**src/rtl/ct_f_spsram_fifo_ctrl_pkg.sv**
```systemverilog
// Shared definitions for the single-port-SRAM FIFO controller: geometry defaults,
// output-buffer depth and the per-cycle SRAM operation encoding.
package ct_f_spsram_fifo_ctrl_pkg;

  localparam int DATA_WIDTH = 44;
  localparam int ADDR_WIDTH = 9;
  localparam int DEPTH      = 1 << ADDR_WIDTH;
  localparam int OB_DEPTH   = 2;
  localparam int OB_CNT_W   = $clog2(OB_DEPTH + 1);
  localparam int CNT_WIDTH  = ADDR_WIDTH + 2;

  typedef enum logic [1:0] {
    OP_IDLE = 2'd0,
    OP_WR   = 2'd1,
    OP_RD   = 2'd2
  } sram_op_e;

endpackage

```
**src/rtl/ct_f_spsram_fifo_ctrl_if.sv**
```systemverilog
// Push/pop handshake, status and SRAM pin bundle of the FIFO controller.
// slave = controller view, master = environment (producer, consumer, SRAM) view.
interface ct_f_spsram_fifo_ctrl_if;
  import ct_f_spsram_fifo_ctrl_pkg::*;

  logic                  wr_vld;
  logic [DATA_WIDTH-1:0] wr_data;
  logic                  wr_rdy;
  logic                  rd_vld;
  logic [DATA_WIDTH-1:0] rd_data;
  logic                  rd_rdy;
  logic [CNT_WIDTH-1:0]  fifo_cnt;
  logic                  fifo_empty;
  logic                  fifo_full;
  logic                  sram_cen;
  logic                  sram_gwen;
  logic [DATA_WIDTH-1:0] sram_wen;
  logic [ADDR_WIDTH-1:0] sram_a;
  logic [DATA_WIDTH-1:0] sram_d;
  logic [DATA_WIDTH-1:0] sram_q;

  modport slave (
    input  wr_vld, wr_data, rd_rdy, sram_q,
    output wr_rdy, rd_vld, rd_data, fifo_cnt, fifo_empty, fifo_full,
           sram_cen, sram_gwen, sram_wen, sram_a, sram_d
  );

  modport master (
    output wr_vld, wr_data, rd_rdy, sram_q,
    input  wr_rdy, rd_vld, rd_data, fifo_cnt, fifo_empty, fifo_full,
           sram_cen, sram_gwen, sram_wen, sram_a, sram_d
  );

endinterface

```
**src/rtl/ct_f_spsram_fifo_ctrl_ob.sv**
```systemverilog
// Two-entry output buffer that absorbs SRAM read data; head entry drives the consumer
// directly from registers.
module ct_f_spsram_fifo_ob
  import ct_f_spsram_fifo_ctrl_pkg::*;
(
  input  logic                  clk_i,
  input  logic                  rst_b_i,
  input  logic                  push_i,
  input  logic [DATA_WIDTH-1:0] din_i,
  input  logic                  pop_i,
  output logic [DATA_WIDTH-1:0] head_o,
  output logic                  vld_o,
  output logic [OB_CNT_W-1:0]   cnt_o
);

  logic [DATA_WIDTH-1:0] ent0_q, ent0_d, ent1_q, ent1_d;
  logic [OB_CNT_W-1:0]   cnt_q, cnt_d;

  // The producer side never pushes into a full buffer unless it pops the same cycle.
  always_comb begin
    ent0_d = ent0_q;
    ent1_d = ent1_q;
    cnt_d  = cnt_q;
    case (cnt_q)
      2'd0: begin
        if (push_i) begin
          ent0_d = din_i;
          cnt_d  = 2'd1;
        end
      end
      2'd1: begin
        if (push_i && pop_i) begin
          ent0_d = din_i;
        end else if (push_i) begin
          ent1_d = din_i;
          cnt_d  = 2'd2;
        end else if (pop_i) begin
          cnt_d  = 2'd0;
        end
      end
      default: begin
        if (pop_i) begin
          ent0_d = ent1_q;
          if (push_i) ent1_d = din_i;
          else        cnt_d  = 2'd1;
        end
      end
    endcase
  end

  always_ff @(posedge clk_i) begin
    if (!rst_b_i) begin
      ent0_q <= '0;
      ent1_q <= '0;
      cnt_q  <= '0;
    end else begin
      ent0_q <= ent0_d;
      ent1_q <= ent1_d;
      cnt_q  <= cnt_d;
    end
  end

  assign head_o = ent0_q;
  assign vld_o  = (cnt_q != '0);
  assign cnt_o  = cnt_q;

endmodule

```
**src/rtl/ct_f_spsram_fifo_ctrl.sv**
```systemverilog
// Valid/ready FIFO on one single-port SRAM, one access per cycle, 2-entry output buffer.
// Optional SPSRAM_FIFO_BYPASS_EN lets pushes skip the SRAM when it and the read path are empty.
module ct_f_spsram_fifo_ctrl
  import ct_f_spsram_fifo_ctrl_pkg::*;
(
  input  logic                    forever_cpuclk,
  input  logic                    cpurst_b,
  ct_f_spsram_fifo_ctrl_if.slave  bus
);

  localparam logic [ADDR_WIDTH:0] CntFull = (ADDR_WIDTH + 1)'(DEPTH);

  logic [ADDR_WIDTH-1:0] wptr_q, wptr_d, rptr_q, rptr_d, sram_a_q, sram_a_d;
  logic [ADDR_WIDTH:0]   sram_cnt_q, sram_cnt_d;
  logic                  inflight_q, inflight_d;
  logic                  wr_turn_q, wr_turn_d;
  logic [OB_CNT_W-1:0]   ob_cnt;
  logic [2:0]            ob_after;
  logic                  ob_vld, ob_push, pop;
  logic [DATA_WIDTH-1:0] ob_din, ob_head;
  logic                  full, rd_elig, rd_prio, rd_sel, wr_rdy, wr_sel, byp_sel;
  sram_op_e              op;

  assign pop      = ob_vld & bus.rd_rdy;
  assign ob_after = {1'b0, ob_cnt} + {2'b0, inflight_q} - {2'b0, pop};
  assign full     = (sram_cnt_q == CntFull);
  assign rd_elig  = cpurst_b & (sram_cnt_q != '0) & (ob_after < 3'd2);
  assign rd_prio  = (ob_cnt == '0) & ~inflight_q;
  // wr_turn_q remembers a push that lost to a read, so the next slot goes to the push;
  // it is registered so that wr_rdy never depends combinationally on wr_vld.
  assign rd_sel   = rd_elig & (rd_prio | ~wr_turn_q);
  assign wr_rdy   = cpurst_b & ~full & ~rd_sel;

`ifdef SPSRAM_FIFO_BYPASS_EN
  assign byp_sel = bus.wr_vld & wr_rdy & (sram_cnt_q == '0) & ~inflight_q
                 & ((ob_cnt - {1'b0, pop}) < 2'd2);
`else
  assign byp_sel = 1'b0;
`endif

  assign wr_sel = bus.wr_vld & wr_rdy & ~byp_sel;

  always_comb begin
    op = OP_IDLE;
    if (rd_sel)      op = OP_RD;
    else if (wr_sel) op = OP_WR;
  end

  always_comb begin
    wptr_d     = wptr_q;
    rptr_d     = rptr_q;
    sram_cnt_d = sram_cnt_q;
    sram_a_d   = sram_a_q;
    inflight_d = 1'b0;
    wr_turn_d  = 1'b0;
    case (op)
      OP_WR: begin
        wptr_d     = wptr_q + ADDR_WIDTH'(1);
        sram_cnt_d = sram_cnt_q + (ADDR_WIDTH + 1)'(1);
        sram_a_d   = wptr_q;
      end
      OP_RD: begin
        rptr_d     = rptr_q + ADDR_WIDTH'(1);
        sram_cnt_d = sram_cnt_q - (ADDR_WIDTH + 1)'(1);
        sram_a_d   = rptr_q;
        inflight_d = 1'b1;
        wr_turn_d  = bus.wr_vld;
      end
      default: ;
    endcase
  end

  always_ff @(posedge forever_cpuclk) begin
    if (!cpurst_b) begin
      wptr_q     <= '0;
      rptr_q     <= '0;
      sram_a_q   <= '0;
      sram_cnt_q <= '0;
      inflight_q <= 1'b0;
      wr_turn_q  <= 1'b0;
    end else begin
      wptr_q     <= wptr_d;
      rptr_q     <= rptr_d;
      sram_a_q   <= sram_a_d;
      sram_cnt_q <= sram_cnt_d;
      inflight_q <= inflight_d;
      wr_turn_q  <= wr_turn_d;
    end
  end

  // Bypass and read return are mutually exclusive because bypass requires no read in flight.
  assign ob_push = inflight_q | byp_sel;
  assign ob_din  = byp_sel ? bus.wr_data : bus.sram_q;

  ct_f_spsram_fifo_ob u_ob (
    .clk_i   (forever_cpuclk),
    .rst_b_i (cpurst_b),
    .push_i  (ob_push),
    .din_i   (ob_din),
    .pop_i   (pop),
    .head_o  (ob_head),
    .vld_o   (ob_vld),
    .cnt_o   (ob_cnt)
  );

  assign bus.wr_rdy     = wr_rdy;
  assign bus.rd_vld     = ob_vld;
  assign bus.rd_data    = ob_head;
  assign bus.fifo_cnt   = CNT_WIDTH'(sram_cnt_q) + CNT_WIDTH'(inflight_q) + CNT_WIDTH'(ob_cnt);
  assign bus.fifo_empty = (bus.fifo_cnt == '0);
  assign bus.fifo_full  = full;
  assign bus.sram_cen   = (op == OP_IDLE);
  assign bus.sram_gwen  = (op != OP_WR);
  assign bus.sram_wen   = {DATA_WIDTH{op != OP_WR}};
  assign bus.sram_a     = sram_a_d;
  assign bus.sram_d     = bus.wr_data;

endmodule

```
**src/flat_wrapper.sv**
```systemverilog
// flat-port wrapper written by rule: the top's interface ports become plain ports
module ct_f_spsram_fifo_ctrl_flat import ct_f_spsram_fifo_ctrl_pkg::*;
  (forever_cpuclk, cpurst_b, bus_wr_vld, bus_wr_data, bus_rd_rdy, bus_sram_q, bus_wr_rdy, bus_rd_vld, bus_rd_data, bus_fifo_cnt, bus_fifo_empty, bus_fifo_full, bus_sram_cen, bus_sram_gwen, bus_sram_wen, bus_sram_a, bus_sram_d);
  ct_f_spsram_fifo_ctrl_if bus_i ();
  input  logic forever_cpuclk;
  input  logic cpurst_b;
  input wire logic [$bits(bus_i.wr_vld)-1:0] bus_wr_vld;
  input wire logic [$bits(bus_i.wr_data)-1:0] bus_wr_data;
  input wire logic [$bits(bus_i.rd_rdy)-1:0] bus_rd_rdy;
  input wire logic [$bits(bus_i.sram_q)-1:0] bus_sram_q;
  output wire logic [$bits(bus_i.wr_rdy)-1:0] bus_wr_rdy;
  output wire logic [$bits(bus_i.rd_vld)-1:0] bus_rd_vld;
  output wire logic [$bits(bus_i.rd_data)-1:0] bus_rd_data;
  output wire logic [$bits(bus_i.fifo_cnt)-1:0] bus_fifo_cnt;
  output wire logic [$bits(bus_i.fifo_empty)-1:0] bus_fifo_empty;
  output wire logic [$bits(bus_i.fifo_full)-1:0] bus_fifo_full;
  output wire logic [$bits(bus_i.sram_cen)-1:0] bus_sram_cen;
  output wire logic [$bits(bus_i.sram_gwen)-1:0] bus_sram_gwen;
  output wire logic [$bits(bus_i.sram_wen)-1:0] bus_sram_wen;
  output wire logic [$bits(bus_i.sram_a)-1:0] bus_sram_a;
  output wire logic [$bits(bus_i.sram_d)-1:0] bus_sram_d;
  assign bus_i.wr_vld = bus_wr_vld;
  assign bus_i.wr_data = bus_wr_data;
  assign bus_i.rd_rdy = bus_rd_rdy;
  assign bus_i.sram_q = bus_sram_q;
  assign bus_wr_rdy = bus_i.wr_rdy;
  assign bus_rd_vld = bus_i.rd_vld;
  assign bus_rd_data = bus_i.rd_data;
  assign bus_fifo_cnt = bus_i.fifo_cnt;
  assign bus_fifo_empty = bus_i.fifo_empty;
  assign bus_fifo_full = bus_i.fifo_full;
  assign bus_sram_cen = bus_i.sram_cen;
  assign bus_sram_gwen = bus_i.sram_gwen;
  assign bus_sram_wen = bus_i.sram_wen;
  assign bus_sram_a = bus_i.sram_a;
  assign bus_sram_d = bus_i.sram_d;
  ct_f_spsram_fifo_ctrl u_core (.forever_cpuclk(forever_cpuclk), .cpurst_b(cpurst_b), .bus(bus_i));
endmodule
```
**config.mk**
```make
export PLATFORM = sky130hd
export DESIGN_NAME = ct_f_spsram_fifo_ctrl_flat
export DESIGN_NICKNAME = d
export VERILOG_FILES = /design/src/rtl/ct_f_spsram_fifo_ctrl_pkg.sv /design/src/rtl/ct_f_spsram_fifo_ctrl_if.sv /design/src/rtl/ct_f_spsram_fifo_ctrl_ob.sv /design/src/rtl/ct_f_spsram_fifo_ctrl.sv /design/src/flat_wrapper.sv
export SDC_FILE = /design/constraint.sdc
export NUM_CORES = 1
export LEC_CHECK = 0
export CELL_PAD_IN_SITES_DETAIL_PLACEMENT = 1
export CELL_PAD_IN_SITES_GLOBAL_PLACEMENT = 1
export CORE_MARGIN = 2
export CORE_UTILIZATION = 37
export DETAILED_ROUTE_END_ITERATION = 10
export HOLD_SLACK_MARGIN = 0.1
export PLACE_DENSITY_LB_ADDON = 0.1
export REMOVE_ABC_BUFFERS = 1
export SETUP_SLACK_MARGIN = 0.2
export SLEW_MARGIN = 20
export SYNTH_ARGS = -nofsm -noshare
export SYNTH_HDL_FRONTEND = slang
export SYNTH_HIERARCHICAL = 1
export SYNTH_SLANG_ARGS = --single-unit
```
**constraint.sdc**
```tcl
create_clock -name forever_cpuclk -period 6.3 [get_ports forever_cpuclk]
set_input_delay 1.26 -clock forever_cpuclk [delete_from_list [all_inputs] [get_ports forever_cpuclk]]
set_output_delay 1.26 -clock forever_cpuclk [all_outputs]
set_load 0.05 [all_outputs]
```
; Word-level counts from Yosys, hierarchy flattened
; Index checks and enable logic that the tools add are counted.
[classes]
bitwise = 14
reduce_logical = 13
magnitude_cmp = 1
eq_ne = 10
mux = 20
n_addsub = 8
[op_table]
columns = cell, n
row1 = 44-bit 2-to-1 mux, 6
row2 = 44-bit case mux with 2 select lines, 2
row3 = 10-bit case mux with 2 select lines, 1
row4 = "9-bit by 1-bit adder with 9-bit output, second input constant", 2
row5 = 9-bit case mux with 2 select lines, 1
row6 = 2-bit 2-to-1 mux, 7
row7 = 10-bit by 1-bit adder with 11-bit output, 1
row8 = 11-bit by 2-bit adder with 11-bit output, 1
row9 = 11-bit zero test, 1
row10 = "10-bit by 1-bit adder with 10-bit output, second input constant", 1
row11 = "10-bit == test, second input constant", 1
row12 = 10-bit nonzero test, 1
row13 = "10-bit by 1-bit subtractor with 10-bit output, second input constant", 1
row14 = 1-bit bitwise AND, 8
row15 = 3-bit AND reduction, 2
row16 = 2-bit nonzero test, 3
row17 = 1-bit inverter, 5
row18 = 5-bit AND reduction, 1
row19 = "2-bit by 1-bit == test with 1-bit output, second input constant", 2
row20 = 2-bit zero test, 2
row21 = "2-bit by 1-bit inequality test with 1-bit output, second input constant", 2
row22 = "2-bit inequality test, second input constant", 2
row23 = 2-bit case mux with 2 select lines, 1
row24 = 2-bit by 1-bit adder with 3-bit output, 1
row25 = 10 further kinds, 11
[word_totals]
ff_bits = 129
output_inout_bits = 158
elab_cells = 75

; Depth between registers and ports, before layout
; Gate-level depths: netlist (run 1).
[depth]
ltp_word = 13
mapped_depth = 19
mapped_depth_nobuf = 15

; Hierarchy
; Netlist (run 1), hierarchy kept.
[modules_own_cells]
columns = module, area_each_um2, seq_area_each_um2, cells_per_inst, instances
row1 = ct_f_spsram_fifo_ob, 4001.3, 1801.7, 410, 1
row2 = ct_f_spsram_fifo_ctrl, 3284.4, 780.7, 381, 1

; Least setup slack after synthesis (run 1)
; Ideal clock, no wire load.
[synth_timing]
path_type = register to output
from = reg u_core.u_ob.cnt_q[1] (netlist: u_core/u_ob/cnt_o[1])
to = out bus_wr_rdy
t_arrival_ps = 4576
stages_incl_launch_ff = 15
path_slack_ps = 464
required_time_ps = 5040
path_cell_list = dfxtp_1 > buf_6 > buf_4 > buf_2 > or2_1 > and2_1 > ha_1 > nand2b_1 > fa_1 > and3b_2 > o2111a_1 > nand2_1 > inv_1 > clkbuf_1 > nor3b_1
[synth_between]
elab_chain_len = 8
[synth_lines]
columns = element, line_no
row1 = "start, declared", ct_f_spsram_fifo_ctrl_ob.sv:17  ; logic [OB_CNT_W-1:0] cnt_q, cnt_d;
row2 = "start signal, assigned", ct_f_spsram_fifo_ctrl_ob.sv:59  ; cnt_q <= cnt_d;
row3 = 2-bit nonzero test, ct_f_spsram_fifo_ctrl_ob.sv:64  ; assign vld_o = (cnt_q != '0);
row4 = net bus_rd_vld, flat_wrapper.sv:12  ; output wire logic [$bits(bus_i.rd_vld)-1:0] bus_rd_vld;
row5 = 1-bit bitwise AND, ct_f_spsram_fifo_ctrl.sv:24  ; assign pop = ob_vld & bus.rd_rdy;
row6 = net u_core.pop, ct_f_spsram_fifo_ctrl.sv:19  ; logic ob_vld, ob_push, pop;
row7 = 3-bit by 1-bit subtractor with 3-bit output, ct_f_spsram_fifo_ctrl.sv:25  ; assign ob_after = {1'b0, ob_cnt} + {2'b0, inflight_q} - {2'b0, pop};
row8 = 3-bit by 2-bit < comparator with 1-bit output, ct_f_spsram_fifo_ctrl.sv:27  ; assign rd_elig = cpurst_b & (sram_cnt_q != '0) & (ob_after < 3'd2);
row9 = 1-bit bitwise AND, ct_f_spsram_fifo_ctrl.sv:27
row10 = 1-bit bitwise AND, ct_f_spsram_fifo_ctrl.sv:31  ; assign rd_sel = rd_elig & (rd_prio | ~wr_turn_q);
row11 = 1-bit inverter, ct_f_spsram_fifo_ctrl.sv:32  ; assign wr_rdy = cpurst_b & ~full & ~rd_sel;
row12 = 1-bit bitwise AND, ct_f_spsram_fifo_ctrl.sv:32
row13 = "end, declared", flat_wrapper.sv:11  ; output wire logic [$bits(bus_i.wr_rdy)-1:0] bus_wr_rdy;
; The timed path passes the listed nets, and every way through them passes these cells.

; Worst setup path after layout (run 1)
[layout_timing]
from = in bus_rd_rdy
to = out bus_sram_a[8]
[layout_between]
elab_chain_len = 12
[layout_lines]
columns = element, line_no
row1 = "start, declared", flat_wrapper.sv:9  ; input wire logic [$bits(bus_i.rd_rdy)-1:0] bus_rd_rdy;
row2 = 1-bit bitwise AND (*), ct_f_spsram_fifo_ctrl.sv:24
row3 = net u_core.pop, ct_f_spsram_fifo_ctrl.sv:19
row4 = 3-bit by 1-bit subtractor with 3-bit output (*), ct_f_spsram_fifo_ctrl.sv:25
row5 = 3-bit by 2-bit < comparator with 1-bit output (*), ct_f_spsram_fifo_ctrl.sv:27
row6 = 1-bit bitwise AND (*), ct_f_spsram_fifo_ctrl.sv:27
row7 = 1-bit bitwise AND (*), ct_f_spsram_fifo_ctrl.sv:31
row8 = 1-bit inverter, ct_f_spsram_fifo_ctrl.sv:32
row9 = 1-bit bitwise AND, ct_f_spsram_fifo_ctrl.sv:32
row10 = 1-bit bitwise AND, ct_f_spsram_fifo_ctrl.sv:41  ; assign wr_sel = bus.wr_vld & wr_rdy & ~byp_sel;
row11 = 1-bit 2-to-1 mux, ct_f_spsram_fifo_ctrl.sv:46  ; else if (wr_sel) op = OP_WR;
row12 = 2-bit 2-to-1 mux (*), ct_f_spsram_fifo_ctrl.sv:45  ; if (rd_sel) op = OP_RD;
row13 = 2-bit == test / 2-bit by 1-bit == test with 1-bit output (equally long branches), ct_f_spsram_fifo_ctrl.sv:56  ; case (op)
row14 = 9-bit case mux with 2 select lines (*), ct_f_spsram_fifo_ctrl.sv:56
row15 = "end, declared", flat_wrapper.sv:20  ; output wire logic [$bits(bus_i.sram_a)-1:0] bus_sram_a;
; Mark *: on every way through the listed nets, which the timed path passes. The rest lies on a longest branch.

==> summary.txt, run 1 <==
Setup path
  • Worst setup SP type: input port
  • Biggest fanout along the worst timing path: 20
  • Worst reg2reg startpoint: u_core/u_ob/cnt_o[0]
  • Endpoint kind of the worst setup timing path: output pin
  • Category of the critical setup timing path: in -> out
  • Data arrival time of the critical path: around 4.5 ns
  • Cell count of the worst reg-to-reg path: 15
  • Capture point of the worst reg-to-reg path: u_core/sram_cnt_q[9]
  • Minimum setup slack among reg-to-reg paths: roughly 2.0 ns
  • Required time at the endpoint of the critical path: 5.04 ns

Cells and area
  • Number of nets in the final layout: roughly 940
  • Fraction of layout instances using a drive strength above 1: 0.135
  • Count of filler cells inserted in the layout: around 2200
  • Area Growth Syn to Fin: 23.3%
  • Final instance count without filler cells: approximately 1100
  • Cell area after layout: 8980 sq um
  • Antenna diode count: 0

STA
  • Headroom to the max-slew limit: 0.293
  • Worst clock skew: ~0.010 ns
  • Worst hold slack: 0.461 ns
  • Slew at the pin closest to its max-slew limit: 1.06 ns
  • Final Hold Viols: 0
  • Total negative slack for setup checks: 0 ns
  • Setup repair after global routing missed its margin: no
  • Final critical path time including I/O delays and setup: approximately 5.8 ns
  • Number of pins with negative max-slew slack in the final report: 0
  • Fmax: 0.173 GHz
  • Final period util: 0.920
  • Number of setup violations in the final report: 0

Drt
  • Detailed-route wire length per cell: roughly 20 microns
  • Detailed-router iteration count before antenna repair: 4
  • Number of remaining DRC errors: 0
  • Total wire length after detailed routing: around 22000 microns
  • Via Count: 5907
  • Post-DRT Antenna Nets: 0
  • Average vias per placed instance: 5.30
  • Number of violations reported at the end of detailed-routing iteration 0: ~270

Place
  • Placed Cells incl. Taps: approximately 1100
  • Post-DP Area: 8350 sq um
  • Routability Congestion: about 0.78
  • Hpwl dp: between 10000 and 15000 microns
  • Count of input and output buffers: between 150 and 200

CTS
  • Number of H-tree levels: 4
  • Clock tree from TritonCTS: done
  • Insertion delay of the later-clocked pin in the worst-skew pair: roughly 0.42 ns
  • Root buffer cell: sky130_fd_sc_hd__clkbuf_16
  • CTS sink count: 129
  • Number of setup buffers added after CTS: 0
  • Buffer levels on the longest clock path: 2
  • Hold-fix buffer count after cts: 0
  • CTS buffer count: 17
  • Clock edge transition at the registers on the reported setup and hold paths: ~0.060 ns
  • Number of gates resized after cts: 0

Floorplan
  • Initial cell density of the core: 0.376
  • Area of the die: ~21000 sq um
  • Core area: 19400 sq um
  • Die span in y: around 140 microns
  • Placement row count: 51
  • Count of boundary I/O pins: 250
  • X dimension of the die: roughly 140 microns

Status
  • Status: finished, final reports clean

Synthesis
  • Number of enable flip-flop cells after synthesis: 0
  • Most used flip-flop cell after synthesis: sky130_fd_sc_hd__dfxtp_1
  • Count of cell types in the netlist: 62
  • Mapped Area: around 7300 sq um
  • Library cell with the highest instance count after synthesis: sky130_fd_sc_hd__dfxtp_1
  • Post-synthesis average cell area: a little over 9 sq um
  • Fraction of synthesis flops using an asynchronous set or reset pin: 0
  • Top cells by area, synth: sky130_fd_sc_hd__dfxtp_1 (35%), sky130_fd_sc_hd__mux2i_1 (14%), sky130_fd_sc_hd__buf_4 (9.9%)
  • Flop and latch count out of synthesis: ~130
  • Proportion of netlist area held by the largest area contributor: 0.354
  • Top cells by instance count after synthesis: sky130_fd_sc_hd__dfxtp_1 (129), sky130_fd_sc_hd__mux2i_1 (105), sky130_fd_sc_hd__nand2_1 (105)
  • Number of warning messages in the yosys log: 6
  • Area leader, netlist: sky130_fd_sc_hd__dfxtp_1
  • Post-synthesis instance total: roughly 790
  • Part of the Yosys area used for sequential elements: 0.354

Global routing
  • Maximum number of pins on one net before global-route repair: 99
  • Antenna violations before repair: 0
  • Final global-route overflow total: 0
  • Global-route wire length before repair: ~34000 microns
  • Total routing resource utilization after global routing: 0.209
  • Vias in the first global route: around 6100

Min path
  • Worst hold path type: reg -> reg
  • Hold path depth: 2
  • Source of the worst hold timing path: u_core/u_ob/ent1_q[16]
  • Worst Hold Path EP: u_core/u_ob/ent1_q[16]

Power
  • Worst supply voltage drop on vdd: between 0.0002 and 0.00025 V
  • Total leakage power: between 3 and 4 nW
  • Pwr Density: between 500 and 600 nW/um^2

Job
  • Max cap viols: 0
## metrics by stage
step,power [mW],util,setup slack (ns)
2_1_floorplan,2.86,-,-9.18
3_3_place_gp,3.65,0.427,0.555
3_5_place_dp,3.73,0.430,0.511
4_1_cts,4.76,0.462,0.488
5_1_grt,4.97,0.463,0.258
6_report,4.71,0.463,0.504
## cell usage in the layout (no fill, tap or decap), types with 6 or more instances in the layout
cell,n
sky130_fd_sc_hd__nand4_1,7
sky130_fd_sc_hd__and2_1,24
sky130_fd_sc_hd__clkbuf_16,17
sky130_fd_sc_hd__inv_1,14
sky130_fd_sc_hd__xnor2_1,16
sky130_fd_sc_hd__nand3_1,65
sky130_fd_sc_hd__nor3_1,7
sky130_fd_sc_hd__buf_4,53
sky130_fd_sc_hd__dfxtp_1,128
sky130_fd_sc_hd__mux2i_1,105
sky130_fd_sc_hd__nor2b_1,10
sky130_fd_sc_hd__ha_1,12
sky130_fd_sc_hd__clkdlybuf4s50_1,104
sky130_fd_sc_hd__o21ai_0,14
sky130_fd_sc_hd__xor2_1,8
sky130_fd_sc_hd__and3_1,6
sky130_fd_sc_hd__buf_12,10
sky130_fd_sc_hd__nand2_1,105
sky130_fd_sc_hd__o211a_1,44
sky130_fd_sc_hd__o211ai_1,6
sky130_fd_sc_hd__nand2b_1,6
## registers in the layout, summed over array words and instances (netlist names)
signal              count
u_core/sram_a_q         9
u_core/u_ob/cnt_o       2
u_core/u_ob/head_o     44
u_core/wr_turn_q        1
u_core/rptr_q           9
u_core/wptr_q           9
u_core/sram_cnt_q      10
u_core/inflight_q       1
u_core/u_ob/ent1_q     44
## layout make-up
cell class / instances / area [sq um] / area share
Tap cell: 265 / 332 / 0.0369
Multi-Input combinational cell: 503 / 3680 / 0.410
Timing Repair Buffer: 170 / 1720 / 0.192
Clock buffer: 21 / 480 / 0.0535
Sequential cell: 129 / 2590 / 0.288
Clock inverter: 11 / 126 / 0.0141
Inverter: 15 / 56.3 / 0.00627
## routing by layer
layer / wire [microns] / global-route usage / up-vias
met1: 9590 / 0.263 / 2889
met3: 1970 / 0.0854 / 28
met2: 9820 / 0.330 / 227
met5: 101 / 0.0476 / -
met4: 276 / 0.0547 / 4
li1: - / - / 2759
## worst max-delay path, stage by stage
cell	delay (ns)
sky130_fd_sc_hd__clkdlybuf4s50_1	0.47
sky130_fd_sc_hd__and2_1	0.21
sky130_fd_sc_hd__ha_1	0.25
sky130_fd_sc_hd__nand2b_1	0.15
sky130_fd_sc_hd__fa_1	0.40
sky130_fd_sc_hd__and3b_2	0.24
sky130_fd_sc_hd__o2111a_1	0.26
sky130_fd_sc_hd__nand2_1	0.17
sky130_fd_sc_hd__inv_1	0.41
sky130_fd_sc_hd__o21ai_0	0.51
sky130_fd_sc_hd__buf_12	0.20
## cell families (layout without fill, tap and decap cells)
kind of cell,Yosys count,count (layout),synth area share
and+or+nand+nor,252,252,0.174
buffers and inverters,159,217,0.143
DFF,129,129,0.354
muxes,106,106,0.146
AOI/OAI and AO/OA,105,105,0.122
xor gates and xnor gates,24,24,0.0289
adders and majority gates,16,16,0.0316
## worst max path at each step
stage,endpoint,start,slack (ns)
global route,bus_sram_a[7],bus_rd_rdy,0.26
CTS,bus_sram_a[3],bus_rd_rdy,0.49
floorplan,bus_sram_gwen,u_core/u_ob/cnt_o[1],-9.18
global placement,bus_sram_a[3],bus_rd_rdy,0.56
finish,bus_sram_a[8],bus_rd_rdy,0.50
detailed placement,bus_sram_a[8],bus_rd_rdy,0.51
## power breakdown
part | switching (mW) | total, mW | internal, mW
logic | 1.67 | 2.54 | 0.876
clock network | 0.380 | 1.01 | 0.626
registers | 0.160 | 1.16 | 1.00
total | 2.21 | 4.71 | 2.50
(Power assumes the default switching activity.)
==> run 2, diff against run 1 <==
--- a/config.mk
+++ b/config.mk
@@ -5,11 +5,13 @@
 export SDC_FILE = /design/constraint.sdc
 export NUM_CORES = 1
 export LEC_CHECK = 0
+export ABC_AREA = 1
 export CELL_PAD_IN_SITES_DETAIL_PLACEMENT = 1
 export CELL_PAD_IN_SITES_GLOBAL_PLACEMENT = 1
 export CORE_MARGIN = 2
-export CORE_UTILIZATION = 37
+export CORE_UTILIZATION = 34
 export DETAILED_ROUTE_END_ITERATION = 10
+export GPL_TIMING_DRIVEN = 0
 export HOLD_SLACK_MARGIN = 0.1
 export PLACE_DENSITY_LB_ADDON = 0.1
 export REMOVE_ABC_BUFFERS = 1
==> summary.txt, run 2 <==
Global routing
  • Met3 routing resource usage after global routing: 0.104
  • Global-route wire length before repair: about 35000 microns
  • Total routing resource utilization after global routing: 0.208
  • Vias in the first global route: around 6400
  • Antenna violations before repair: 0
  • Met2 usage: 0.303
  • Final global-route overflow total: 0
  • Busiest grt layer: met2
  • GR Layer Usage met1: 0.272
  • Maximum number of pins on one net before global-route repair: 66

Synthesis
  • Part of the Yosys area used for sequential elements: 0.367
  • Top cells by area, synth: sky130_fd_sc_hd__dfxtp_1 (37%), sky130_fd_sc_hd__nor2_1 (13%), sky130_fd_sc_hd__nand2_1 (12%)
  • Proportion of netlist area held by the largest area contributor: 0.367
  • Library cell with the highest instance count after synthesis: sky130_fd_sc_hd__nor2_1
  • Most used flip-flop cell after synthesis: sky130_fd_sc_hd__dfxtp_1
  • Post-synthesis average cell area: 6.76 sq um
  • Count of cell types in the netlist: 37
  • Post-synthesis instance total: 1042
  • Fraction of synthesis flops using an asynchronous set or reset pin: 0
  • Flop and latch count out of synthesis: around 130
  • Area leader, netlist: sky130_fd_sc_hd__dfxtp_1
  • Number of enable flip-flop cells after synthesis: 0
  • Mapped Area: just over 7000 sq um
  • Number of warning messages in the yosys log: 6
  • Top cells by instance count after synthesis: sky130_fd_sc_hd__nor2_1 (237), sky130_fd_sc_hd__nand2_1 (232), sky130_fd_sc_hd__dfxtp_1 (129)

STA
  • Total negative slack for setup checks: 0 ns
  • Final period util: 0.947
  • Fmax: 0.168 GHz
  • Worst clock skew: between 0.01 and 0.015 ns
  • Slew at the pin closest to its max-slew limit: 0.928 ns
  • Worst setup margin: about 0.33 ns
  • Worst hold slack: about 0.47 ns
  • Final Hold Viols: 0
  • Setup repair after global routing missed its margin: yes
  • Number of pins with negative max-slew slack in the final report: 0
  • Headroom to the max-slew limit: 0.380
  • Final critical path time including I/O delays and setup: 5.97 ns
  • Number of setup violations in the final report: 0

Cells and area
  • Final instance count without filler cells: between 1000 and 1500
  • Antenna diode count: 0
  • Fraction of layout instances using a drive strength above 1: 0.0684
  • Area Growth Syn to Fin: 23.7%
  • Sequential Area: around 2600 sq um
  • Most frequent cells in the layout: sky130_fd_sc_hd__nor2_1 (237), sky130_fd_sc_hd__nand2_1 (232), sky130_fd_sc_hd__dfxtp_1 (128)
  • Area occupied by multi-input gates: 3280 sq um
  • Commonest non-fill, non-tap cell in the layout: sky130_fd_sc_hd__nor2_1
  • Number of nets in the final layout: around 1200
  • Count of filler cells inserted in the layout: between 2000 and 3000

Setup path
  • Category of the critical setup timing path: in -> out
  • Cell count of the worst reg-to-reg path: 25
  • Max incr delay on CP: between 0.4 and 0.5 ns
  • Endpoint kind of the worst setup timing path: output pin
  • Data arrival time of the critical path: about 4.7 ns
  • Required time at the endpoint of the critical path: 5.04 ns
  • Worst setup SP type: input port
  • Crit-path slowest cell: sky130_fd_sc_hd__clkdlybuf4s50_1
  • Biggest fanout along the worst timing path: 27
  • Critical path cell sequence: clkdlybuf4s50_1 -> nand2_1 -> inv_1 -> ha_1 -> or2_2 -> fa_1 -> nand2_1 -> inv_1 -> nand3_1 -> nor2_1 -> nand2_4 -> o21ai_4 -> clkinv_2 -> dlygate4sd2_1

Place
  • Routability Congestion: approximately 0.72
  • Count of input and output buffers: ~160
  • Minimum setup slack after placement: -0.857 ns
  • Placed Cells incl. Taps: ~1300
  • Hpwl dp: approximately 15000 microns

CTS
  • Buffer levels on the longest clock path: 2
  • Hold-fix buffer count after cts: 0
  • Number of H-tree levels: 4
  • CTS buffer count: 17
  • CTS sink count: between 100 and 150
  • Clock tree from TritonCTS: done
  • Insertion delay of the later-clocked pin in the worst-skew pair: around 0.42 ns
  • Root buffer cell: sky130_fd_sc_hd__clkbuf_16
  • Clock edge transition at the registers on the reported setup and hold paths: 0.06 ns

Drt
  • Total wire length after detailed routing: between 20000 and 25000 microns
  • Average vias per placed instance: 4.67
  • Number of remaining DRC errors: 0
  • Detailed-router iteration count before antenna repair: 4
  • Number of violations reported at the end of detailed-routing iteration 0: about 220
  • Via Count: approximately 6400
  • Detailed-route wire length per cell: between 15 and 20 microns
  • Post-DRT Antenna Nets: 0

Floorplan
  • Die span in y: around 150 microns
  • Core area: about 20000 sq um
  • Area of the die: roughly 22000 sq um
  • Initial cell density of the core: 0.347
  • X dimension of the die: 148 microns
  • Placement row count: between 50 and 60
  • Count of boundary I/O pins: 250

Job
  • Max cap viols: 0

Status
  • Status: finished, final reports clean

Power
  • Total Power Consumption: 4.41 mW
  • Total leakage power: 3.76 nW
  • Worst supply voltage drop on vdd: between 0.0002 and 0.00025 V
  • Pwr Density: 506 nW/um^2

Min path
  • Hold path depth: 2
  • Worst hold path type: reg -> reg
==> run 2: cell types whose count changed in the layout (fill, tap and decap cells not counted), moves of 47 or more <==
cell and delta:
sky130_fd_sc_hd__inv_1 +61, sky130_fd_sc_hd__nor2_1 +233, sky130_fd_sc_hd__nand3_1 -47, sky130_fd_sc_hd__nand2_1 +127
sky130_fd_sc_hd__mux2i_1 -105, sky130_fd_sc_hd__o21ai_1 +49, sky130_fd_sc_hd__buf_4 -49
==> run 2: critical path: cells and delay by family <==
kind            cells  cell delay [ns]
buf+inv             5             1.47
simple gates        6             0.94
fa+ha+maj           2             0.74
compound gates      1             0.28
==> run 2: logic make-up after synthesis <==
logic type               share of synthesized area
XOR/XNOR                                    0.0224
AND/OR/NAND/NOR                              0.297
buffers and inverters                        0.174
flip-flops                                   0.367
adder cells (fa/ha/maj)                     0.0327
AO/OA/AOI/OAI                                0.107
==> run 2: path summary, 6_finish.rpt <==
kind	from	to	slack [ns]
max reg2reg	u_core/u_ob/cnt_o[1]	u_core/sram_cnt_q[7]	1.51
max	bus_rd_rdy	bus_sram_cen	0.33
min reg2reg	u_core/wptr_q[8]	u_core/wptr_q[8]	0.47
min	u_core/wptr_q[8]	u_core/wptr_q[8]	0.47
==> run 2: layout make-up <==
| cell class | instances | share of cell area |
|---|---|---|
| multi-input cells | 700 | 0.377 |
| flip-flops and latches | 129 | 0.297 |
| repair buffers | 168 | 0.187 |
| clock buffers | 20 | 0.0513 |
| well taps | 270 | 0.0388 |
| inverters | 82 | 0.0362 |
| clock inverters | 12 | 0.0126 |
==> run 2: timing repair <==
| action | CTS | global route |
|---|---|---|
| gates cloned | 1 | 2 |
| setup buffers | 4 | 2 |
| resized for setup | 67 | 11 |
| pin swaps | 1 | 1 |
| setup endpoints to repair | 56 | 13 |
==> run 2: routing by layer <==
metal	part of all wire	routed length, microns	vias to the layer above
met2	0.41	9340	167
met3	0.092	2070	19
met4	0.0085	191	4
met5	0.0075	170	-
li1	-	-	3271
met1	0.48	10800	2986
==> run 2: where the power goes <==
part | internal [mW] | switching [mW]
Clock | 0.554 | 0.379
Combinational | 0.683 | 1.63
Sequential | 1.02 | 0.144
Total | 2.26 | 2.15
==> run 2: metrics by stage <==
step / utilization / cell area, sq um
2_1_floorplan: - / 6130
3_3_place_gp: 0.398 / 8080
3_5_place_dp: 0.399 / 8110
4_1_cts: 0.428 / 8680
5_1_grt: 0.429 / 8710
6_report: 0.429 / 8710
==> run 3, diff against run 2 <==
--- a/config.mk
+++ b/config.mk
@@ -6,14 +6,11 @@
 export NUM_CORES = 1
 export LEC_CHECK = 0
 export ABC_AREA = 1
-export CELL_PAD_IN_SITES_DETAIL_PLACEMENT = 1
-export CELL_PAD_IN_SITES_GLOBAL_PLACEMENT = 1
 export CORE_MARGIN = 2
-export CORE_UTILIZATION = 34
+export CORE_UTILIZATION = 30
 export DETAILED_ROUTE_END_ITERATION = 10
 export GPL_TIMING_DRIVEN = 0
 export HOLD_SLACK_MARGIN = 0.1
-export PLACE_DENSITY_LB_ADDON = 0.1
 export REMOVE_ABC_BUFFERS = 1
 export SETUP_SLACK_MARGIN = 0.2
 export SLEW_MARGIN = 20
==> summary.txt, run 3 (synthesis results as in run 2) <==
Status
  • Status: finished, final reports clean

Drt
  • Detailed-router iteration count before antenna repair: 5
  • Number of violations reported at the end of detailed-routing iteration 0: ~430
  • Total wire length after detailed routing: between 20000 and 25000 microns
  • Average vias per placed instance: around 4.4
  • Post-DRT Antenna Nets: 0
  • Via Count: about 6300
  • Number of remaining DRC errors: 0
  • Detailed-route wire length per cell: around 15 microns

Floorplan
  • Area of the die: between 20000 and 25000 sq um
  • Die span in y: roughly 160 microns
  • Placement row count: 56
  • X dimension of the die: roughly 160 microns
  • Initial cell density of the core: 0.303
  • Core area: 23300 sq um
  • Count of boundary I/O pins: 250

Power
  • Switching Share: 0.480
  • Fraction of power consumed by combinational cells: 0.514
  • Internal power contribution: 2.31 mW
  • Clock power share: 0.226
  • Sequential Power Share: 0.260
  • Worst supply voltage drop on vdd: 0.000204 V
  • Total net switching power: approximately 2.1 mW
  • Total leakage power: about 3.8 nW
  • Pwr Density: just over 500 nW/um^2
  • Total Power Consumption: ~4.4 mW

Cells and area
  • Number of nets in the final layout: 1202
  • Most frequent cells in the layout: sky130_fd_sc_hd__nor2_1 (237), sky130_fd_sc_hd__nand2_1 (232), sky130_fd_sc_hd__dfxtp_1 (128)
  • Commonest non-fill, non-tap cell in the layout: sky130_fd_sc_hd__nor2_1
  • Antenna diode count: 0
  • Area Growth Syn to Fin: 25.5%
  • Area occupied by multi-input gates: ~3300 sq um
  • Count of filler cells inserted in the layout: approximately 2500
  • Fraction of layout instances using a drive strength above 1: 0.0641
  • Sequential Area: between 2000 and 3000 sq um
  • Cell area after layout: ~9000 sq um

Setup path
  • Endpoint kind of the worst setup timing path: output pin
  • Cell count of the worst reg-to-reg path: 24
  • Worst setup SP type: input port
  • Category of the critical setup timing path: in -> out
  • Data arrival time of the critical path: 4.82 ns
  • Required time at the endpoint of the critical path: ~5.0 ns
  • Worst reg2reg startpoint: u_core/u_ob/cnt_o[1]
  • Biggest fanout along the worst timing path: 32
  • Start point of the critical path: bus_rd_rdy
  • Kind of cell adding the most delay to the critical path: buffers and inverters
  • Crit path depth: 13
  • Critical path cell sequence: clkdlybuf4s50_1 -> nand2_1 -> inv_1 -> ha_1 -> or2_2 -> fa_1 -> nand2_1 -> inv_1 -> nand3_1 -> nor2_1 -> nand2_4 -> nand3_4 -> clkdlybuf4s50_1
  • Max incr delay on CP: a little under 0.9 ns
  • Buffers and inverters on the worst path: 4
  • Crit-path slowest cell: sky130_fd_sc_hd__clkdlybuf4s50_1

CTS
  • CTS buffer count: 17
  • Root buffer cell: sky130_fd_sc_hd__clkbuf_16
  • Insertion delay of the later-clocked pin in the worst-skew pair: roughly 0.42 ns
  • Number of H-tree levels: 4
  • CTS sink count: between 100 and 150
  • Clock edge transition at the registers on the reported setup and hold paths: ~0.060 ns
  • Buffer levels on the longest clock path: 2
  • Hold-fix buffer count after cts: 0
  • Clock tree from TritonCTS: done

Min path
  • Worst hold path type: reg -> reg
  • Source of the worst hold timing path: u_core/wptr_q[8]
  • Hold path depth: 2

STA
  • Worst setup margin: approximately 0.22 ns
  • Final critical path time including I/O delays and setup: around 6.1 ns
  • Final Hold Viols: 0
  • Final period util: 0.966
  • Slew at the pin closest to its max-slew limit: just under 1 ns
  • Total negative slack for setup checks: 0 ns
  • Worst hold slack: between 0.4 and 0.5 ns
  • Setup repair after global routing missed its margin: yes
  • Number of pins with negative max-slew slack in the final report: 0
  • Number of setup violations in the final report: 0
  • Worst clock skew: between 0.008 and 0.009 ns
  • Fmax: 0.164 GHz
  • Headroom to the max-slew limit: 0.346

Global routing
  • Total routing resource utilization after global routing: 0.174
  • Maximum number of pins on one net before global-route repair: roughly 60
  • Vias in the first global route: around 5800
  • Antenna violations before repair: 1
  • Global-route wire length before repair: approximately 33000 microns
  • Final global-route overflow total: 0

Place
  • Hpwl dp: 13700 microns
  • Routability Congestion: ~0.78
  • Post-DP Area: between 8000 and 9000 sq um
  • Count of input and output buffers: 161
  • Minimum setup slack after placement: -0.747 ns

Job
  • Max cap viols: 0
-- run 3: cell types whose count changed in the layout (fill, tap and decap cells not counted), sizes merged, moves of 2 or more --
cell	previous run	this run
buf	8	6
clkdlybuf4s50	104	110
clkinv	8	2
dlygate4sd2	46	20
dlymetal6s2s	1	22
inv	82	87
-- run 3: final timing paths --
path                     endpoint  slack [ns]
max              bus_sram_wen[21]        0.22
max reg2reg  u_core/sram_cnt_q[9]        1.72
min reg2reg      u_core/wptr_q[8]        0.47
min              u_core/wptr_q[8]        0.47
-- run 3: worst reg2reg max path, stage by stage, from the launching register on --
cell and delay (ns):
sky130_fd_sc_hd__dfxtp_4 0.45, sky130_fd_sc_hd__inv_4 0.47, sky130_fd_sc_hd__nand2_1 0.19, sky130_fd_sc_hd__nand2_1 0.11, sky130_fd_sc_hd__inv_1 0.11, sky130_fd_sc_hd__ha_1 0.28, sky130_fd_sc_hd__or2_2 0.30, sky130_fd_sc_hd__fa_1 0.43
sky130_fd_sc_hd__nand2_1 0.07, sky130_fd_sc_hd__inv_1 0.04, sky130_fd_sc_hd__nand3_1 0.07, sky130_fd_sc_hd__nor2_1 0.07, sky130_fd_sc_hd__nand2_4 0.27, sky130_fd_sc_hd__clkinvlp_4 0.26, sky130_fd_sc_hd__buf_4 0.22, sky130_fd_sc_hd__ha_1 0.35
sky130_fd_sc_hd__nand2_1 0.09, sky130_fd_sc_hd__nor2_1 0.10, sky130_fd_sc_hd__nand2_1 0.05, sky130_fd_sc_hd__nand3_1 0.13, sky130_fd_sc_hd__nand2_1 0.08, sky130_fd_sc_hd__nand2_1 0.06, sky130_fd_sc_hd__nand2_1 0.06, sky130_fd_sc_hd__a21oi_1 0.15
sky130_fd_sc_hd__nor2_1 0.06
-- run 3: what timing repair did --
action	CTS	global route
cloned	1	0
setup endpoints to repair	56	38
pin swaps	1	0
gates resized for setup	31	38
buffers inserted	1	3
endpoints found under the hold margin	0	0
-- run 3: per-layer routing --
layer	track usage	part of all wire	wire [microns]	vias up
met5	0.0600	0.0086	184	-
li1	-	-	-	3264
met2	0.238	0.40	8540	186
met3	0.0972	0.099	2110	31
met1	0.228	0.48	10200	2792
met4	0.0455	0.016	334	6
-- run 3: final cells by class --
| cell class | count | share of cell area |
|---|---|---|
| repair buffers | 166 | 0.190 |
| clock buffers | 19 | 0.0501 |
| inverters | 82 | 0.0357 |
| multi-input cells | 698 | 0.370 |
| clock inverters | 13 | 0.0170 |
| flip-flops and latches | 129 | 0.293 |
| well taps | 319 | 0.0452 |
-- run 3: power by group through the flow --
stage,sequential (mW),combinational (mW),clock (mW)
5_1_grt,1.19,2.47,1.07
6_report,1.16,2.29,1.00
3_3_place_gp,1.18,2.29,0
2_1_floorplan,1.53,1.20,0
3_5_place_dp,1.18,2.28,0
4_1_cts,1.16,2.29,1.04
-- run 3: stage by stage --
step,utilization,cells
3_3_place_gp,0.350,1388
3_5_place_dp,0.351,1389
5_1_grt,0.380,1426
4_1_cts,0.377,1423
6_report,0.380,1426
2_1_floorplan,-,908
